## config.mk

```make
export PLATFORM = sky130hd
export DESIGN_NAME = axi_chan_fifo
export DESIGN_NICKNAME = d
export VERILOG_FILES = /design/src/rtl/axi_chan_pkg.sv /design/src/rtl/axi_chan_ptr.sv /design/src/rtl/axi_chan_fifo.sv
export SDC_FILE = /design/constraint.sdc
export NUM_CORES = 1
export LEC_CHECK = 0
export BUFFER_PORTS_ARGS = -buffer_cell sky130_fd_sc_hd__buf_2
export CAP_MARGIN = 20
export CELL_PAD_IN_SITES_DETAIL_PLACEMENT = 1
export CELL_PAD_IN_SITES_GLOBAL_PLACEMENT = 1
export CORE_MARGIN = 2
export CORE_UTILIZATION = 45
export DETAILED_ROUTE_END_ITERATION = 10
export PLACE_DENSITY = 0.77
export RECOVER_POWER = 25
export REMOVE_ABC_BUFFERS = 1
export SLEW_MARGIN = 40
export SYNTH_ARGS = -nofsm -noshare
export SYNTH_HDL_FRONTEND = slang
export SYNTH_SLANG_ARGS = --single-unit
```

## constraint.sdc

```tcl
create_clock -name ACLK -period 3.2 [get_ports ACLK]
set_input_delay 0.16 -clock ACLK [delete_from_list [all_inputs] [get_ports ACLK]]
set_output_delay 0.16 -clock ACLK [all_outputs]
set_load 0.01 [all_outputs]
```

## src/rtl/axi_chan_pkg.sv

```systemverilog
// Shared types and elaboration-time helpers for the AXI channel buffer.
package axi_chan_pkg;

  localparam int unsigned DEFAULT_WIDTH = 8;

  typedef logic [DEFAULT_WIDTH-1:0] beat_t;

  // Encoded as {pop, push} so the handshake pair casts straight into it.
  typedef enum logic [1:0] {
    OP_NONE = 2'b00,
    OP_PUSH = 2'b01,
    OP_POP  = 2'b10,
    OP_BOTH = 2'b11
  } fifo_op_e;

  function automatic int unsigned clog2_depth(input int unsigned depth);
    int unsigned r;
    r = 0;
    while ((32'd1 << r) < depth) r = r + 1;
    return r;
  endfunction

  function automatic bit depth_ok(input int unsigned depth);
    return (depth >= 2) && ((depth & (depth - 1)) == 0);
  endfunction

  function automatic bit af_thresh_ok(input int unsigned thresh, input int unsigned depth);
    return (thresh >= 1) && (thresh <= depth);
  endfunction

endpackage

```

## src/rtl/axi_chan_ptr.sv

```systemverilog
// Wrapping FIFO pointer; width chosen so DEPTH-1 -> 0 wraps naturally.
module axi_chan_ptr #(
  parameter int unsigned PW = 2
) (
  input  logic          clk,
  input  logic          rst,
  input  logic          inc,
  input  logic          clr,
  output logic [PW-1:0] ptr
);

  always_ff @(posedge clk or posedge rst) begin
    if (rst)      ptr <= '0;
    else if (clr) ptr <= '0;
    else if (inc) ptr <= ptr + 1'b1;
  end

endmodule

```

## src/rtl/axi_chan_fifo.sv

```systemverilog
// VALID/READY channel buffer with occupancy, almost-full and synchronous flush.
module axi_chan_fifo
  import axi_chan_pkg::*;
#(
  parameter int unsigned WIDTH     = 8,
  parameter int unsigned DEPTH     = 4,
  parameter int unsigned AF_THRESH = 3
) (
  input  logic                     ACLK,
  input  logic                     ARESET,
  input  logic                     flush,
  input  logic                     s_valid,
  output logic                     s_ready,
  input  logic [WIDTH-1:0]         s_data,
  output logic                     m_valid,
  input  logic                     m_ready,
  output logic [WIDTH-1:0]         m_data,
  output logic [$clog2(DEPTH):0]   count,
  output logic                     almost_full
);

  localparam int unsigned PW = clog2_depth(DEPTH);
  localparam int unsigned CW = PW + 1;

  typedef logic [WIDTH-1:0] fifo_beat_t;

  if (!depth_ok(DEPTH)) begin : g_bad_depth
    $error("axi_chan_fifo: DEPTH must be a power of 2 and >= 2");
  end
  if (!af_thresh_ok(AF_THRESH, DEPTH)) begin : g_bad_af
    $error("axi_chan_fifo: AF_THRESH must be in 1..DEPTH");
  end

  fifo_beat_t       mem [DEPTH];
  logic [PW-1:0]    wr_ptr;
  logic [PW-1:0]    rd_ptr;
  logic [CW-1:0]    count_q;
  logic             ready_q;
  logic             push;
  logic             pop;
  fifo_op_e         op;

  // ready_q holds s_ready low through reset; flush keeps it high even when full.
  assign s_ready     = ready_q & ((count_q != CW'(DEPTH)) | flush);
  assign m_valid     = (count_q != '0);
  assign m_data      = m_valid ? mem[rd_ptr] : '0;
  assign count       = count_q;
  assign almost_full = (count_q >= CW'(AF_THRESH));

  assign push = s_valid & s_ready;
  assign pop  = m_valid & m_ready;
  assign op   = fifo_op_e'({pop, push});

  always_ff @(posedge ACLK or posedge ARESET) begin
    if (ARESET) ready_q <= 1'b0;
    else        ready_q <= 1'b1;
  end

  always_ff @(posedge ACLK or posedge ARESET) begin
    if (ARESET) begin
      count_q <= '0;
    end else if (flush) begin
      count_q <= '0;
    end else begin
      case (op)
        OP_PUSH: count_q <= count_q + 1'b1;
        OP_POP:  count_q <= count_q - 1'b1;
        default: count_q <= count_q;
      endcase
    end
  end

  always_ff @(posedge ACLK) begin
    if (push && !flush) mem[wr_ptr] <= s_data;
  end

  axi_chan_ptr #(.PW(PW)) u_wr_ptr (
    .clk (ACLK),
    .rst (ARESET),
    .inc (push & ~flush),
    .clr (flush),
    .ptr (wr_ptr)
  );

  axi_chan_ptr #(.PW(PW)) u_rd_ptr (
    .clk (ACLK),
    .rst (ARESET),
    .inc (pop & ~flush),
    .clr (flush),
    .ptr (rd_ptr)
  );

endmodule
```

==> impl_results.md, run 1 <==
- First-pass GRT wire length: 5590 um
- CP Launch Type: flip-flop
- CTS clk-pin slew, worst paths: 0.08 ns
- Final GP Congestion: 0.706
- Via/cell ratio: 5.23
- Starting density of the core: 0.478
- Layout cells sized above 1: 0.299
- Wire length per cell: 18.0 um
- Critical path peak fanout: 8
- WL final: 3330 um
- Final Core Density: 0.561
- Placed cell area: 0.00195 mm2
- CTS max path bufs: 2
- Critical Path AT: 2.61 ns
- Die width: 66.8 um
- Synth warnings: 0
- Final #Nets: 154
- Post-synth ARST share: 0.200
- Least-Margin Pin Slew: 0.599 ns
- Die H: 66.8 um
- Crit Path Class: flip-flop to flip-flop
- Number of H-tree levels: 2
- Post-synth top area share: 0.541
- Seq cells post-synth: 40
- Most common cell in the netlist: edfxtp_1
- CTS Buf Count: 5
- I/O pins: 27
- Status: complete, no violations
- Post-route ant nets: 0
- Post-synth EDFFs: 32
- DIE AREA: 0.00447 mm2
- CP endpoint kind: flip-flop
- First-iteration detailed-routing DRC count: 35
- Max-cap viol count: 0
- HPWL after DPL: 2310 um
- Cell Area, Synth: 0.00178 mm2
- CORE AREA: 0.00372 mm2
- Largest net degree at the start of global routing: 14
- Initial antenna violation count: 0
- Slowest-stage cell, CP: dfrtp_1
- Port Buffers: 26
- Netlist cell types: 32
- CTS tree: yes
- Synthesis-to-finish area growth: 17.3%
- Drt first pass iters: 4
- Vias in the first global route: 1088
- Slew Viols, Final: 0
- Fin crit share: 0.760
- Critical Path RT: 3.37 ns
- Top post-synthesis cells by count: edfxtp_1 (32), and2_1 (12), dfrtp_1 (8), mux4_2 (8), nor2_1 (7)
- Post-Syn Instances: 106
- Total clock sinks: 40
- Gr usage total: 0.183
- Worst rel slew slack: 0.601
- Post-layout min period: 2.43 ns
- Total global routing overflow: 0
- Fin area: 0.00208 mm2
- Largest area contributor in the netlist: edfxtp_1
- Pwr dens: 802 mW/mm2
- Clk root buf: clkbuf_8
- Achievable frequency: 411 MHz
- Leak pwr: 0.000789 uW
- Synth top area cells: edfxtp_1 (54%), dfrtp_1 (11%), mux4_2 (10%)
- Vias post-DR: 967
- Main synth FF type: edfxtp_1
- TNS Setup: 0 ns
- Final Hold Viols: 0
- Row count: 22
- Clock Latency Late Sink: 0.29 ns
- CP cell instances: o31ai_4 > nor2_1 > fa_1 > or2_2 > mux2i_1 > mux2_2
- Max VDD drop: 414 uV
- Hold_ws: 0.102 ns
- Hold Crit Class: input pin to flip-flop
- Worst stage delay on the critical path: 0.52 ns
- Diode count: 0
- Setup violators final: 0
- Register area share after synthesis: 0.654
- DRC viols: 0
- Avg Inst Size Synth: 16.8 um2
- Post-route clock skew: 0.00706 ns
- RSZ-0062 raised after global routing: false
[flip-flops by register name, summed over array words and instances (netlist names)]
name and flops:
u_wr_ptr.ptr 2, count 3, mem 32, ready_q 1, u_rd_ptr.ptr 2
[stage by stage]
stage | setup WS, ns | power [uW] | cells
after CTS | 0.748 | 1700 | 185
after detailed placement | 0.826 | 1200 | 176
after global routing | 0.652 | 1770 | 185
final | 0.767 | 1670 | 185
after global placement | 0.912 | 1180 | 176
after floorplan | 0.951 | 1010 | 102
[critical path, delay by kind of cell (launching register included)]
kind | cells | cell delay (ns)
adders and majority gates | 1 | 0.40
DFF | 1 | 0.52
muxes | 2 | 0.53
and+or+nand+nor | 2 | 0.42
AOI/OAI and AO/OA | 1 | 0.44
[layout by cell type (no fill, tap or decap), drive strengths merged, types with 2 or more instances in the layout]
| cell | instances |
|---|---|
| nor2b | 2 |
| inv | 3 |
| xor2 | 3 |
| edfxtp | 32 |
| and2 | 12 |
| mux2i | 2 |
| dfrtp | 8 |
| nand2b | 2 |
| mux4 | 8 |
| mux2 | 2 |
| bufinv | 2 |
| buf | 19 |
| clkbuf | 13 |
| ha | 4 |
| nand2 | 3 |
| nor2 | 8 |
[area by class of cell]
cell class | instances | area, um2
tap | 48 | 60.1
sequential | 40 | 1160
timing repair buffer | 27 | 131
multi-input combinational | 59 | 587
fill | 372 | 1630
clock buffer | 6 | 72.6
inverter | 3 | 11.3
clock inverter | 2 | 60.1
[timing repair]
item,4_1_cts,5_1_grt
gates resized for setup,0,0
buffers inserted,0,0
hold endpoints to repair,8,0
hold buffers,1,0
[power breakdown]
group / internal, uW / switching (uW) / total (uW) / leakage (uW)
Clock: 312 / 175 / 486 / 0.0000654
Combinational: 248 / 250 / 498 / 0.000328
Sequential: 598 / 87.4 / 685 / 0.000395
Total: 1160 / 512 / 1670 / 0.000789
[layer usage]
layer / vias to the layer above / GRT usage / wire length (um)
li1: 444 / - / -
met1: 496 / 0.219 / 1320
met2: 22 / 0.304 / 1810
met3: 5 / 0.0574 / 140
met4: 0 / 0.0791 / 59
met5: - / 0 / 0
[worst paths after layout]
path	from	end	slack [ns]	cells past startpoint
worst min-delay path	s_data[5]	mem[3][5]	0.10	1
min in group asynchronous	ARESET	count[1]	0.36	3
worst min register to register	u_wr_ptr.ptr[1]	u_wr_ptr.ptr[1]	0.61	2
max in group asynchronous	ARESET	u_wr_ptr.ptr[0]	2.59	3
worst max register to register	count[1]	count[2]	0.77	6
worst max-delay path	count[1]	count[2]	0.77	6
[kinds of logic (layout without fill, tap and decap cells)]
kind of cell             Yosys count  count (layout)  synth area share
flip-flops                        40              40             0.654
AO/OA/AOI/OAI                      5               5            0.0261
buffers and inverters              7              38            0.0162
AND/OR/NAND/NOR                   32              32             0.111
adder cells (fa/ha/maj)            5               5            0.0394
multiplexers                      12              12             0.127
XOR/XNOR                           4               4            0.0239
other                              1               1           0.00211
No activity file was read; power rests on OpenSTA's default activity.
==> run 2, diff against run 1 <==
ABC_AREA = 1   (was unset)
CORE_UTILIZATION = 40   (was 45)
PLACE_DENSITY = 0.76   (was 0.77)
clock period = 2 ns   (was 3.2 ns; I/O delays follow)
==> run 2 against run 1 <==
Compared with the run above: synthesized cell count is 53% higher; fmax is 29% higher; sequential cell count stayed put; first-iteration DRC count is 130% higher; die area is 14% higher; global-route usage is 0.20 points lower; largest power group unchanged.
==> impl_results.md, run 2 <==
- Placed cell area: 0.00202 mm2 (+3.7%)
- Fin area: 0.00217 mm2 (+4.3%)
- Post-Syn Instances: 162 (+53%)
- First-pass GRT wire length: 6620 um (+18%)
- Post-synth EDFFs: 32 (unchanged)
- Final worst slack: 0.120 ns (-0.647 ns)
- Slowest-stage cell, CP: dfrtp_2
- Commonest non-fill, non-tap cell in the layout: nor2_1
- Cell Area, Synth: 0.00181 mm2 (+1.9%)
- Row count: 24 (+9.1%)
- Largest delay share family, worst path: simple AND/OR/NAND/NOR gates
- Netlist cell types: 24 (-25%)
- First-iteration detailed-routing DRC count: 80 (+130%)
- Vias in the first global route: 1331 (+22%)
- Commonest cells after routing, fill and taps aside: nor2_1 (36), edfxtp_1 (32), buf_2 (19)
- Final #Nets: 220 (+43%)
- DRC viols: 0 (unchanged)
- Met1 Use GR: 0.208 (-0.0109)
- Via/cell ratio: 5.09 (-2.7%)
- Slew Viols, Final: 0 (unchanged)
- Critical Path AT: 2.07 ns (-0.54 ns)
- Hold_sp: s_data[0]
- Clk root buf: clkbuf_8
- Leak pwr: 0.000897 uW (+14%)
- Wire length per cell: 17.2 um (-4.3%)
- CP endpoint kind: flip-flop
- Vias post-DR: 1297 (+34%)
- Finished Layout Cells: 255 (+38%)
- CTS max path bufs: 2 (unchanged)
- CTS Buf Count: 5 (unchanged)
- Final Hold Viols: 0 (unchanged)
- CTS tree: yes
- Placed cells: 241 (+37%)
- Avg Inst Size Synth: 11.2 um2 (-33%)
- Setup WS pre-CTS: 0.0412 ns (-0.785 ns)
- Hold path depth: 1 (unchanged)
- Crit Path Class: flip-flop to flip-flop
- Max-cap viol count: 0 (unchanged)
- Critical Path RT: 2.19 ns (-1.18 ns)
- # fillers: 480 (+29%)
- Synth warnings: 0 (unchanged)
- Achievable frequency: 532 MHz (+29%)
- Worst-case hold path end point: mem[0][0]
- Total global routing overflow: 0 (unchanged)
- Register area share after synthesis: 0.641 (-0.0122)
- CP cell instances: nor2_4 > nand2_4 > nand2_4 > inv_4 > nand2_4 > inv_2 > fa_2 > xnor2_2 > inv_1 > nand2_1 > nand2_1 > nand3_2 > nand2_1
- Top post-synthesis cells by count: nor2_1 (36), edfxtp_1 (32), inv_1 (12), o21ai_0 (11), o21ai_1 (11)
- Max VDD drop: 426 uV (+2.8%)
- Post-route ant nets: 0 (unchanged)
- Largest area contributor in the netlist: edfxtp_1
- Post-route clock skew: 0.00722 ns (+0.000160 ns)
- Met3 GRT Util: 0.0492 (-0.00821)
- Worst stage delay on the critical path: 0.46 ns (-0.06 ns)
- CTS clk-pin slew, worst paths: 0.08 ns (about the same)
- Main synth FF type: edfxtp_1
- Max reg flops: 32 (unchanged)
- Most common cell in the netlist: nor2_1
- I/O pins: 27 (unchanged)
- GR peak layer: met2
- Clock Latency Late Sink: 0.30 ns (about the same)
- Fin crit share: 0.940 (+0.180)
- CP Launch Type: flip-flop
- Setup violators final: 0 (unchanged)
- Reg2Reg Depth: 13 (+7)
- Starting density of the core: 0.416 (-0.0623)
- Total clock sinks: 40 (unchanged)
- Status: complete, no violations
- Hold Crit Class: input pin to flip-flop
- Critical path peak fanout: 4 (-4)
- Initial antenna violation count: 0 (unchanged)
- Layout cells sized above 1: 0.300 (+0.00122)
- CP Buf/Inv Count: 3 (+3)
- Met2 Resource Use GR: 0.316 (+0.0121)
- Synth top area cells: edfxtp_1 (53%), dfrtp_1 (11%), nor2_1 (7.5%)
- Gr usage total: 0.181 (-0.00195)
- Final Core Density: 0.499 (-0.0615)
- Reg with most FFs: mem
- Pwr dens: 976 mW/mm2 (+22%)
- Largest net degree at the start of global routing: 18 (+4)
- DIE AREA: 0.00508 mm2 (+14%)
- HPWL after DPL: 2930 um (+27%)
- Reg-to-Reg Start: count[1]
- Number of H-tree levels: 2 (unchanged)
- Port Buffers: 26 (unchanged)
- Post-synth ARST share: 0.200 (unchanged)
- Worst flop-to-flop path endpoint: count[2]
- Final GP Congestion: 0.829 (+17%)
- Hold_ws: 0.0553 ns (-0.0468 ns)
- Die width: 71.3 um (+6.6%)
- Post-synth top area share: 0.531 (-0.0101)
- Diode count: 0 (unchanged)
- CORE AREA: 0.00435 mm2 (+17%)
- Drt first pass iters: 4 (unchanged)
- Die H: 71.3 um (+6.6%)
- Seq cells post-synth: 40 (unchanged)
- WL final: 4400 um (+32%)
- Synthesis-to-finish area growth: 20.0%
- Post-layout min period: 1.88 ns (-0.553 ns)
- Reg2Reg Setup Slack: 0.12 ns (-0.65 ns)
-- run 2: routing by layer --
layer / up-vias / wire length (um) / share of wire
met4: 0 / 71 / 0.016
met1: 639 / 1810 / 0.41
met2: 27 / 2340 / 0.53
li1: 624 / - / -
met3: 7 / 178 / 0.040
met5: - / 0 / 0
-- run 2: worst max path at each step --
stage / endpoint / cells past startpoint / start / slack (ns)
final: count[2] / 13 / count[1] / 0.12
after detailed placement: count[2] / 13 / count[1] / 0.04
after global placement: count[2] / 13 / count[1] / 0.13
after floorplan: count[2] / 13 / count[1] / 0.14
after global routing: count[2] / 13 / count[0] / -0.01
after CTS: count[2] / 13 / count[1] / 0.02
-- run 2: final cells by class --
| cell class | count | area [um2] | share of cell area |
|---|---|---|---|
| timing repair buffer | 37 | 206 | 0.0950 |
| clock buffer | 6 | 82.6 | 0.0380 |
| inverter | 18 | 70.1 | 0.0322 |
| tap | 52 | 65.1 | 0.0299 |
| sequential | 40 | 1160 | 0.536 |
| multi-input combinational | 100 | 574 | 0.264 |
| clock inverter | 2 | 10.0 | 0.00461 |
-- run 2: logic make-up after synthesis --
group / count (synthesis) / synth area share
simple gates: 60 / 0.169
fa+ha+maj: 5 / 0.0387
compound gates: 33 / 0.0947
flops: 40 / 0.641
other cells: 1 / 0.00207
xor+xnor: 1 / 0.00484
buf+inv: 22 / 0.0498
-- run 2: through the flow --
stage	setup TNS, ns	total power, uW
after floorplan	0	1300
after global placement	0	1480
after detailed placement	0	1520
after CTS	0	2080
after global routing	-0.0146	2230
final	0	2120
-- run 2: repair_timing --
item | CTS | global route
endpoints found under the hold margin | 8 | 0
resized for setup | 0 | 8
endpoints found under the setup margin | 0 | 1
hold buffers | 1 | 0
buffers inserted | 0 | 5
-- run 2: power breakdown --
group          switching, uW  internal, uW
clock network            284           275
registers               48.7           932
logic                    362           218
total                    695          1430
